File: src/rtl/sensor_bus_arbiter.sv
// Arbitrates the shared SCLK/SDAT pin pair between the SPI and I2C masters,
// with idle guard intervals around every hand-over and forced eviction of a hung owner.
module sensor_bus_arbiter #(
  parameter int unsigned GUARD_CYCLES   = 16,
  parameter int unsigned TIMEOUT_CYCLES = 1000000,
  parameter int unsigned CNT_W          = 20
) (
  input  logic clk,
  input  logic reset_n,
  input  logic spi_req,
  input  logic spi_done,
  input  logic spi_sclk,
  input  logic spi_sdat_out,
  input  logic spi_sdat_oe,
  input  logic i2c_req,
  input  logic i2c_done,
  input  logic i2c_scl,
  input  logic i2c_sda_out,
  input  logic i2c_sda_oe,
  input  logic err_clr,
  output logic spi_gnt,
  output logic i2c_gnt,
  output logic pin_sclk,
  output logic pin_sdat_out,
  output logic pin_sdat_oe,
  output logic timeout_err
);

  typedef enum logic [2:0] {
    IDLE,
    GUARD,
    SPI_OWN,
    I2C_OWN,
    RELEASE
  } state_t;

  localparam logic [CNT_W-1:0] GUARD_LD = CNT_W'(GUARD_CYCLES - 1);
  // Release interval is one cycle longer than the pre-grant guard so the
  // gap from gnt fall to the next gnt rise is 2*GUARD_CYCLES+2.
  localparam logic [CNT_W-1:0] COOL_LD  = CNT_W'(GUARD_CYCLES);
  localparam logic [CNT_W-1:0] TO_LAST  = CNT_W'(TIMEOUT_CYCLES - 1);
  localparam logic [CNT_W-1:0] ONE      = CNT_W'(1);

  state_t           state, state_nx;
  logic [CNT_W-1:0] cnt, cnt_nx;
  logic             pend_spi, pend_spi_nx;
  logic             last_spi, last_spi_nx;
  logic             timeout_err_nx;

  logic own_spi, own_req, own_done, pend_req;

  assign own_spi  = (state == SPI_OWN);
  assign own_req  = own_spi ? spi_req  : i2c_req;
  assign own_done = own_spi ? spi_done : i2c_done;
  assign pend_req = pend_spi ? spi_req : i2c_req;

  always_ff @(posedge clk or negedge reset_n) begin
    if (!reset_n) begin
      state       <= IDLE;
      cnt         <= '0;
      pend_spi    <= 1'b0;
      last_spi    <= 1'b0;
      timeout_err <= 1'b0;
    end else begin
      state       <= state_nx;
      cnt         <= cnt_nx;
      pend_spi    <= pend_spi_nx;
      last_spi    <= last_spi_nx;
      timeout_err <= timeout_err_nx;
    end
  end

  always_comb begin
    state_nx       = state;
    cnt_nx         = cnt;
    pend_spi_nx    = pend_spi;
    last_spi_nx    = last_spi;
    timeout_err_nx = timeout_err & ~err_clr;

    case (state)
      IDLE: begin
        if (spi_req || i2c_req) begin
          // On a tie the requester that did not own the pins last wins.
          pend_spi_nx = spi_req && (!i2c_req || !last_spi);
          cnt_nx      = GUARD_LD;
          state_nx    = GUARD;
        end
      end
      GUARD: begin
        if (!pend_req) begin
          state_nx = IDLE;
        end else if (cnt == '0) begin
          state_nx = pend_spi ? SPI_OWN : I2C_OWN;
          cnt_nx   = '0;
        end else begin
          cnt_nx = cnt - ONE;
        end
      end
      SPI_OWN, I2C_OWN: begin
        if (own_done || !own_req || cnt == TO_LAST) begin
          if (!own_done && own_req) timeout_err_nx = 1'b1;
          last_spi_nx = own_spi;
          cnt_nx      = COOL_LD;
          state_nx    = RELEASE;
        end else begin
          cnt_nx = cnt + ONE;
        end
      end
      RELEASE: begin
        if (cnt == '0) state_nx = IDLE;
        else           cnt_nx   = cnt - ONE;
      end
      default: state_nx = IDLE;
    endcase
  end

  always_comb begin
    spi_gnt      = (state == SPI_OWN);
    i2c_gnt      = (state == I2C_OWN);
    pin_sclk     = 1'b1;
    pin_sdat_out = 1'b1;
    pin_sdat_oe  = 1'b0;
    case (state)
      SPI_OWN: begin
        pin_sclk     = spi_sclk;
        pin_sdat_out = spi_sdat_out;
        pin_sdat_oe  = spi_sdat_oe;
      end
      I2C_OWN: begin
        pin_sclk     = i2c_scl;
        pin_sdat_out = i2c_sda_out;
        pin_sdat_oe  = i2c_sda_oe;
      end
      default: ;
    endcase
  end

endmodule
File: config.mk
export PLATFORM = sky130hd
export DESIGN_NAME = sensor_bus_arbiter
export DESIGN_NICKNAME = d
export VERILOG_FILES = /design/src/rtl/sensor_bus_arbiter.sv
export SDC_FILE = /design/constraint.sdc
export NUM_CORES = 1
export LEC_CHECK = 0
export ABC_AREA = 1
export CAP_MARGIN = 15
export CORE_ASPECT_RATIO = 0.9
export CORE_UTILIZATION = 55
export DETAILED_ROUTE_END_ITERATION = 12
export MAX_ROUTING_LAYER = met4
export PLACE_DENSITY = 0.74
export SYNTH_ARGS = -nofsm -noshare
export SYNTH_HDL_FRONTEND = slang
export SYNTH_SLANG_ARGS = --single-unit
File: constraint.sdc
create_clock -name clk -period 4.2 [get_ports clk]
set_clock_uncertainty 0.15 [all_clocks]
set_input_delay 0.42 -clock clk [delete_from_list [all_inputs] [get_ports clk]]
set_output_delay 0.42 -clock clk [all_outputs]
set_load 0.1 [all_outputs]
# Yosys cells after proc, flatten, opt, wreduce, memory -nomap -nowiden
# Cells that the tools add are included.
[totals]
output_inout_bits = 6
input_bits = 13
word_cells = 60
register_bits = 26
[classes]
add_sub_neg = 2
bitwise_logic = 2
n_mux = 22
eq_ne = 11
reduce_logical = 18
[op_table]
columns = ["op", "count"]
rows = [
  ["$mux W20", 5],
  ["$pmux W20 S4", 1],
  ["$add A20 B1 Y20 const B", 1],
  ["$eq A20 B20 Y1 const B", 1],
  ["$logic_not A20 Y1", 1],
  ["$sub A20 B1 Y20 const B", 1],
  ["$mux W3", 5],
  ["$pmux W3 S4", 1],
  ["$ne A2 B2 Y1 const B", 5],
  ["$reduce_and A4 Y1", 2],
  ["$mux W1", 7],
  ["$eq A3 B2 Y1 const B", 2],
  ["$pmux W1 S2", 3],
  ["$logic_not A1 Y1", 4],
  ["$logic_or A1 B1 Y1", 4],
  ["$reduce_and A2 Y1", 2],
  ["$reduce_bool A4 Y1", 1],
  ["$eq A3 B1 Y1 const B", 1],
  ["$eq A3 B3 Y1 const B", 1],
  ["$logic_not A3 Y1", 1],
  ["$ne A3 B3 Y1 const B", 1],
  ["$logic_and A1 B1 Y1", 2],
  ["$reduce_or A2 Y1", 1],
  ["$and A1 B1 Y1", 1],
  ["$not A1 Y1", 1],
]

# Logic depth before layout (Yosys ltp)
# Gate-level depths: netlist (run 1).
[depth]
ltp_word = 7
ltp_mapped = 13
ltp_nobuf = 11

# Least setup slack after synthesis (run 1)
# Ideal clock, no wire load.
[synth_path]
path_type = "reg-to-output"
start = "register state[2]"
end = "output pin_sdat_oe"
arrival_time_ps = 2913
path_buffers = 0
required_ps = 3630
setup_slack_ps = 717
stages_incl_launch_ff = 5
cell_sequence = "dfrtp_1 inv_2 nand2_4 nor2_1 a22o_1"
[synth_via]
elab_chain_len = 2
word_cells_on_any_way = 3
classes_between = "eq/ne: 2; mux: 1"
[synth_lines]
columns = ["element", "line_no", "text"]
rows = [
  ["start: declaration", "44", "state_t state, state_nx;"],
  ["start signal: assignment", "65", "state <= state_nx;"],
  ["$eq A3 B2 Y1", "--", ""],
  ["net i2c_gnt", "22", "output logic i2c_gnt,"],
  ["$pmux W1 S2", "123", "case (state)"],
  ["end: declaration", "25", "output logic pin_sdat_oe,"],
]
# The timed path passes the listed nets, and every way through them passes these cells.

# Worst setup path after layout (run 1)
[layout_path]
start = "register state[2]"
end = "output pin_sdat_oe"
[layout_via]
elab_chain_len = 2
word_cells_on_any_way = 3
classes_between = "eq/ne: 2; mux: 1"
[layout_lines]
columns = ["element", "line_no"]
rows = [
  ["$eq A3 B2 Y1", "123"],
  ["$pmux W1 S2 *", "123"],
]
# Mark *: on every way between the ends. The rest lies on a longest branch, timed or not.

==> summary.md, run 1 <==
| Metric | Value |
|---|---|
| Overflow after GRT | `0` |
| Most frequent cell after synthesis | `nand2_1` |
| Post-CTS setup buffers | `0` |
| CP delay by family, top | `buffers and inverters` |
| Hold EP | `last_spi` |
| Via density per instance | `5.18` |
| Crit path capture type | `primary output` |
| Tcrit/Tclk final | `between 70 and 80%` |
| # diodes | `0` |
| Initial drt markers | `approximately 170` |
| Post-synth top flop | `dfrtp_1` |
| CTS clk-pin slew, worst paths | `roughly 0.09 ns` |
| Max-slew violation count | `0` |
| Status | `completed` |
| Largest cells by area after synthesis | `dfrtp_1, nand2_1, nor2_1` |
| Mapped Cells | `between 400 and 500` |
| CTS tree | `yes` |
| Via count | `2,457` |
| CORE AREA | `roughly 0.0042 mm^2` |
| Fmax | `between 0.3 and 0.4 GHz` |
| Unrepaired setup endpoints after global routing | `false` |
| Yosys warning count | `0` |
| Fin nets | `431` |
| Antenna violations before repair | `0` |
| Maximum vdd ir drop | `around 0.37 mV` |
| Synth Area per Inst | `between 6 and 7 um^2` |
| Reg2reg path depth | `8` |
| Unique masters post-synth | `30` |
| Critical path, cell by cell | `inv_2 > nand2_4 > nor2_1 > a22o_1 > clkdlybuf4s50_1` |
| DRC viols | `0` |
| Least-Margin Pin Slew | `0.979 ns` |
| Final Hold Vio Count | `0` |
| WP data required | `3.63 ns` |
| CP arrival | `roughly 2.5 ns` |
| FF-to-FF End | `cnt[9]` |
| Reg-to-reg slack, setup | `roughly 1.9 ns` |
| Initial Utilization | `about three fifths` |
| Post-synth top cells | `nand2_1, nor2_1, inv_1` |
| Worst-Skew Late Latency | `around 0.27 ns` |
| Synth Cell Area | `about 0.0025 mm^2` |
| Number of buffers created by CTS | `3` |
| MaxCap Viol Count | `0` |
| Std-Cell Rows | `22` |
| Slew headroom | `roughly a third` |
| Origin of the worst min-delay path | `last_spi` |
| Setup Total Neg Slack | `0 ns` |
| Synth async-reset ratio | `100%` |
| Hold Crit Class | `flop to flop` |
| Wire length per cell | `approximately 13 um` |
| Sequential area share after synthesis | `between 20% and 30%` |
| Final min period | `approximately 3.0 ns` |
| CTS sink cnt | `26` |
| Worst path slowest cell | `clkdlybuf4s50_1` |
| Die Y | `roughly 66 um` |
| Synth-to-Final Area Change | `7.71%` |
| Fill cell count | `roughly 440` |
| First-pass GRT wire length | `10.5 mm` |
| Slowest stage delay, CP | `1.12 ns` |
| Pin count of the biggest net entering global routing | `27` |
| Final wirelength | `roughly 6 mm` |
| Die Span X | `between 70 and 80 um` |
| Post-cts sizing count | `0` |
| PD cells | `slightly below 500 mW/mm^2` |
| Share of layout cells above drive strength 1 | `6.28%` |
| Post-synth EDFFs | `0` |
| Hold Crit Depth | `2` |
| H-tree levels | `1` |
| Vias in the first global route | `2,278` |
| Origin of the critical flop-to-flop path | `cnt[10]` |
| Worst slack, placed | `1.50 ns` |
| Post-synthesis register bit count | `26` |
| Startpoint types | `flop` |
| Die ar. | `0.00485 mm^2` |
| GRT Total Usage | `approximately 29%` |
| IO Pins | `19` |
| Crit-path max FO | `5` |
| I/O Buffers | `18` |
| Routability congestion estimate | `0.945` |
| CTS Root Cell | `clkbuf_8` |
| Yosys top cell area share | `approximately 26%` |
| Lkg Pwr | `approximately 1.4 nW` |
| CTS max path bufs | `2` |
| First-pass DRT Iterations | `5` |
| CP Buf/Inv Count | `2` |
| Post-synthesis net count | `between 400 and 500` |
| CP Class | `flop to primary output` |
| HPWL Detailed | `approximately 4.6 mm` |
| Hold_buf cts | `0` |
| Antenna Nets Post-Route | `0` |
| Synth area leader | `dfrtp_1` |
| Tot Pwr | `between 1 and 1.5 mW` |
| Final setup vio count | `0` |
| Final setup margin | `1.17 ns` |
## layer usage
metal | global-route usage, % | vias to the layer above | part of all wire (%)
met5 | - | - | 0
met4 | 6.86 | 0 | 1.3
met3 | 4.12 | 11 | 7.2
met2 | 44.0 | 88 | 42
met1 | 40.4 | 1092 | 49
li1 | - | 1266 | -
## worst max path at each step
| stage | end | slack (ns) | cells past startpoint | start |
|---|---|---|---|---|
| detailed placement | pin_sdat_oe | 1.50 | 3 | i2c_sda_oe |
| finish | pin_sdat_oe | 1.17 | 5 | state[2] |
| floorplan | pin_sdat_oe | 0.72 | 4 | state[2] |
| global placement | pin_sdat_out | 1.51 | 3 | spi_sdat_out |
| CTS | pin_sdat_oe | 1.19 | 5 | state[2] |
| global route | pin_sdat_oe | 1.05 | 5 | state[2] |
## registers in the layout, indices dropped and copies added (netlist names)
signal and flops:
timeout_err 1, pend_spi 1, state 3, cnt 20, last_spi 1
## layout make-up
class,instances,area (um^2),share of cell area (%)
Clock buffer,4,55.1,2.03
Inverter,49,184,6.79
Multi-Input combinational cell,316,1560,57.5
Sequential cell,26,651,24.0
Tap cell,60,75.1,2.77
Timing Repair Buffer,19,188,6.93
## cells in the final DEF, fill, tap and decap left out, types with 3 or more instances in the layout
master / count
nand2_1: 143
nor2_1: 55
inv_1: 47
nand3_1: 32
dfrtp_1: 26
xor2_1: 21
o21ai_0: 18
clkdlybuf4s50_1: 18
nor2_2: 7
nor3_1: 5
nand4_1: 4
a21oi_1: 4
clkbuf_8: 4
nor2_4: 3
nand3_2: 3
xnor2_1: 3
o21ai_1: 3
ha_1: 3
## power breakdown
| group | internal [mW] | total [mW] | switching (mW) |
|---|---|---|---|
| Combinational | 0.229 | 0.779 | 0.550 |
| Clock | 0.0839 | 0.164 | 0.0798 |
| Sequential | 0.307 | 0.388 | 0.0808 |
| Total | 0.620 | 1.33 | 0.711 |
## worst reg2reg max path, cell delays in order (launching register included)
cell	delay, ns
dfrtp_1	0.51
nor2_4	0.17
nand2_1	0.14
nor2_1	0.23
nand4_1	0.17
nand3_2	0.37
inv_2	0.24
nand2_1	0.14
nand2_1	0.05
## per-stage QoR
| stage | hold slack [ns] | cell area, um^2 | utilization [%] | instances |
|---|---|---|---|---|
| floorplan | -0.0256 | 2510 | - | 408 |
| global placement | 0.335 | 2650 | 62.6 | 470 |
| detailed placement | 0.354 | 2650 | 62.6 | 470 |
| CTS | 0.379 | 2710 | 63.9 | 474 |
| global route | 0.409 | 2710 | 63.9 | 474 |
| finish | 0.362 | 2710 | 63.9 | 474 |
## cell families (layout without fill, tap and decap cells)
family                     Yosys count  after routing  synth area share [%]
AOI/OAI and AO/OA                   31             31                  7.31
xor gates and xnor gates            24             24                  8.36
adders and majority gates            3              3                  1.49
buffers and inverters               66             72                  12.2
DFF                                 26             26                  25.9
and+or+nand+nor                    258            258                  44.7
Note: power is estimated with default switching activity, not from simulation.
==> run 2, diff against run 1 <==
--- a/config.mk
+++ b/config.mk
@@ -8,10 +8,10 @@
 export ABC_AREA = 1
 export CAP_MARGIN = 15
 export CORE_ASPECT_RATIO = 0.9
-export CORE_UTILIZATION = 55
+export CORE_UTILIZATION = 54
 export DETAILED_ROUTE_END_ITERATION = 12
 export MAX_ROUTING_LAYER = met4
-export PLACE_DENSITY = 0.74
+export PLACE_DENSITY = 0.75
 export SYNTH_ARGS = -nofsm -noshare
 export SYNTH_HDL_FRONTEND = slang
 export SYNTH_SLANG_ARGS = --single-unit
==> constraint.sdc (replaced) <==
create_clock -name clk -period 2.5 [get_ports clk]
set_clock_uncertainty 0.15 [all_clocks]
set_input_delay 0.25 -clock clk [delete_from_list [all_inputs] [get_ports clk]]
set_output_delay 0.25 -clock clk [all_outputs]
set_load 0.1 [all_outputs]
==> run 2 against run 1 <==
  * Design area increased by 1.6%
  * Routed wire length increased by 7.1%
  * Critical path depth increased by 4
  * Register-to-register slack got worse by 1.6 ns
  * Total power increased by 79%
  * Core utilization decreased by 2.2 points
  * Sequential cell count unchanged
  * Final cell count increased by 1.3%
  * Via count increased by 3.7%
==> summary.md, run 2 (synthesized netlist as in run 1, its figures left out) <==
| Metric | Value |
|---|---|
| Commonest non-fill, non-tap cell in the layout | `nand2_1` |
| # diodes | `0` |
| Hold Crit Class | `primary input to async pin` |
| Setup Total Neg Slack | `0 ns` |
| WP data required | `between 2 and 3 ns` |
| Startpoint types | `flop` |
| Largest Register | `cnt` |
| CTS sink cnt | `26` |
| Max reg flops | `20` |
| Overflow after GRT | `0` |
| CTS Root Cell | `clkbuf_8` |
| DRC viols | `0` |
| Via count | `between 2k and 3k` |
| Max-slew violation count | `0` |
| Cells after DPL | `between 400 and 500` |
| Wire length per cell | `approximately 13 um` |
| Die ar. | `approximately 0.0049 mm^2` |
| Post-CTS setup buffers | `0` |
| Hold_buf cts | `0` |
| Slowest stage delay, CP | `roughly 0.58 ns` |
| Crit path capture type | `flop` |
| I/O Buffers | `18` |
| Crit. path cell count | `9` |
| Routability congestion estimate | `0.966` |
| Initial Utilization | `a little under three fifths` |
| Post-cts sizing count | `0` |
| Die Span X | `73.9 um` |
| Slew headroom | `roughly two thirds` |
| IO Pins | `19` |
| Fill cell count | `446` |
| CTS clk-pin slew, worst paths | `about 0.10 ns` |
| Most common cell on crit path | `nor2_1` |
| Pin count of the biggest net entering global routing | `27` |
| Via density per instance | `about 5.3` |
| CORE AREA | `0.00446 mm^2` |
| First-pass GRT wire length | `10.4 mm` |
| Antenna violations before repair | `0` |
| Synth-to-Final Area Change | `9.40%` |
| Reg2reg path depth | `9` |
| First-pass DRT Iterations | `5` |
| Worst-Skew Late Latency | `about 0.28 ns` |
| Critical path, cell by cell | `inv_1 > nor2_1 > nand2_1 > nor2_1 > nand3_1 > nand3_1 > nor2_1 > o21ai_0 > nand2_1` |
| CP arrival | `2.20 ns` |
| Share of layout cells above drive strength 1 | `a little under a tenth` |
| MaxCap Viol Count | `0` |
| Biggest regs | `cnt (20), state (3)` |
| CP delay by family, top | `simple AND/OR/NAND/NOR gates` |
| Number of buffers created by CTS | `3` |
| Finished Cell Area | `0.00275 mm^2` |
| Maximum vdd ir drop | `0.611 mV` |
| CP Class | `flop to flop` |
| Lkg Pwr | `roughly 1.4 nW` |
| Antenna Nets Post-Route | `0` |
| Final setup margin | `about 0.31 ns` |
| PD cells | `between 800 and 900 mW/mm^2` |
| CTS tree | `yes` |
| Area after DPL | `~0.0027 mm^2` |
| Non-Filler Instances | `480` |
| Fin nets | `approximately 440` |
| CP Buf/Inv Count | `1` |
| Initial drt markers | `between 150 and 200` |
| Worst path slowest cell | `dfrtp_1` |
| Least-Margin Pin Slew | `~0.49 ns` |
| Final min period | `2.19 ns` |
| Die Y | `between 60 and 70 um` |
| HPWL Detailed | `between 4 and 5 mm` |
| Worst slack, placed | `approximately 0.22 ns` |
| GRT Total Usage | `28.5%` |
| Std-Cell Rows | `23` |
| Unrepaired setup endpoints after global routing | `false` |
| CTS max path bufs | `2` |
| Most frequent cells in the layout | `nand2_1, nor2_1, inv_1` |
| Status | `completed` |
| Fmax | `0.457 GHz` |
| Final Hold Vio Count | `0` |
| H-tree levels | `1` |
| Vias in the first global route | `2,189` |
| Tcrit/Tclk final | `between 80 and 90%` |
| Final setup vio count | `0` |
| Crit-path max FO | `8` |
| Final wirelength | `approximately 6.4 mm` |
[run 2: cell types whose count changed in the layout (fill, tap and decap cells not counted), sizes merged]
cell / change
buf: +10
clkbuf: -1
bufinv: +1
clkdlybuf4s50: -6
[run 2: through the flow]
stage	hold WS (ns)	utilization (%)	power, mW
detailed placement	0.345	60.1	2.01
global route	0.218	61.7	2.58
CTS	0.202	61.7	2.38
finish	0.200	61.7	2.38
global placement	0.343	60.1	1.99
floorplan	-0.196	-	1.74
[run 2: final cells by class]
type                       instances  area (um^2)  area share (%)
timing repair buffer              23          203            7.37
multi-input combinational        316         1570            56.9
clock buffer                       3         41.3            1.50
clock inverter                     1         30.0            1.09
sequential                        26          651            23.6
inverter                          49          184            6.68
tap                               62         77.6            2.82
[run 2: worst paths after layout]
check	endpoint	from	slack [ns]
min	state[0]	reset_n	0.20
min in group clk	last_spi	last_spi	0.37
max	cnt[12]	cnt[9]	0.31
min reg2reg	last_spi	last_spi	0.37
max reg2reg	cnt[12]	cnt[9]	0.31
max in group asynchronous	pend_spi	reset_n	1.73
[run 2: layer usage]
layer  share of wire [%]  track usage, %  vias up  routed length (um)
li1                    -               -     1274                   -
met1                  48            41.1     1156                3070
met2                  43            42.7      109                2760
met3                 8.5            4.24        8                 546
met4                0.95            4.81        0                  61
met5                   0               -        -                   0
[run 2: power breakdown]
group | total (mW) | internal, mW | switching (mW)
clock network | 0.363 | 0.215 | 0.148
logic | 1.37 | 0.410 | 0.963
registers | 0.645 | 0.515 | 0.130
total | 2.38 | 1.14 | 1.24
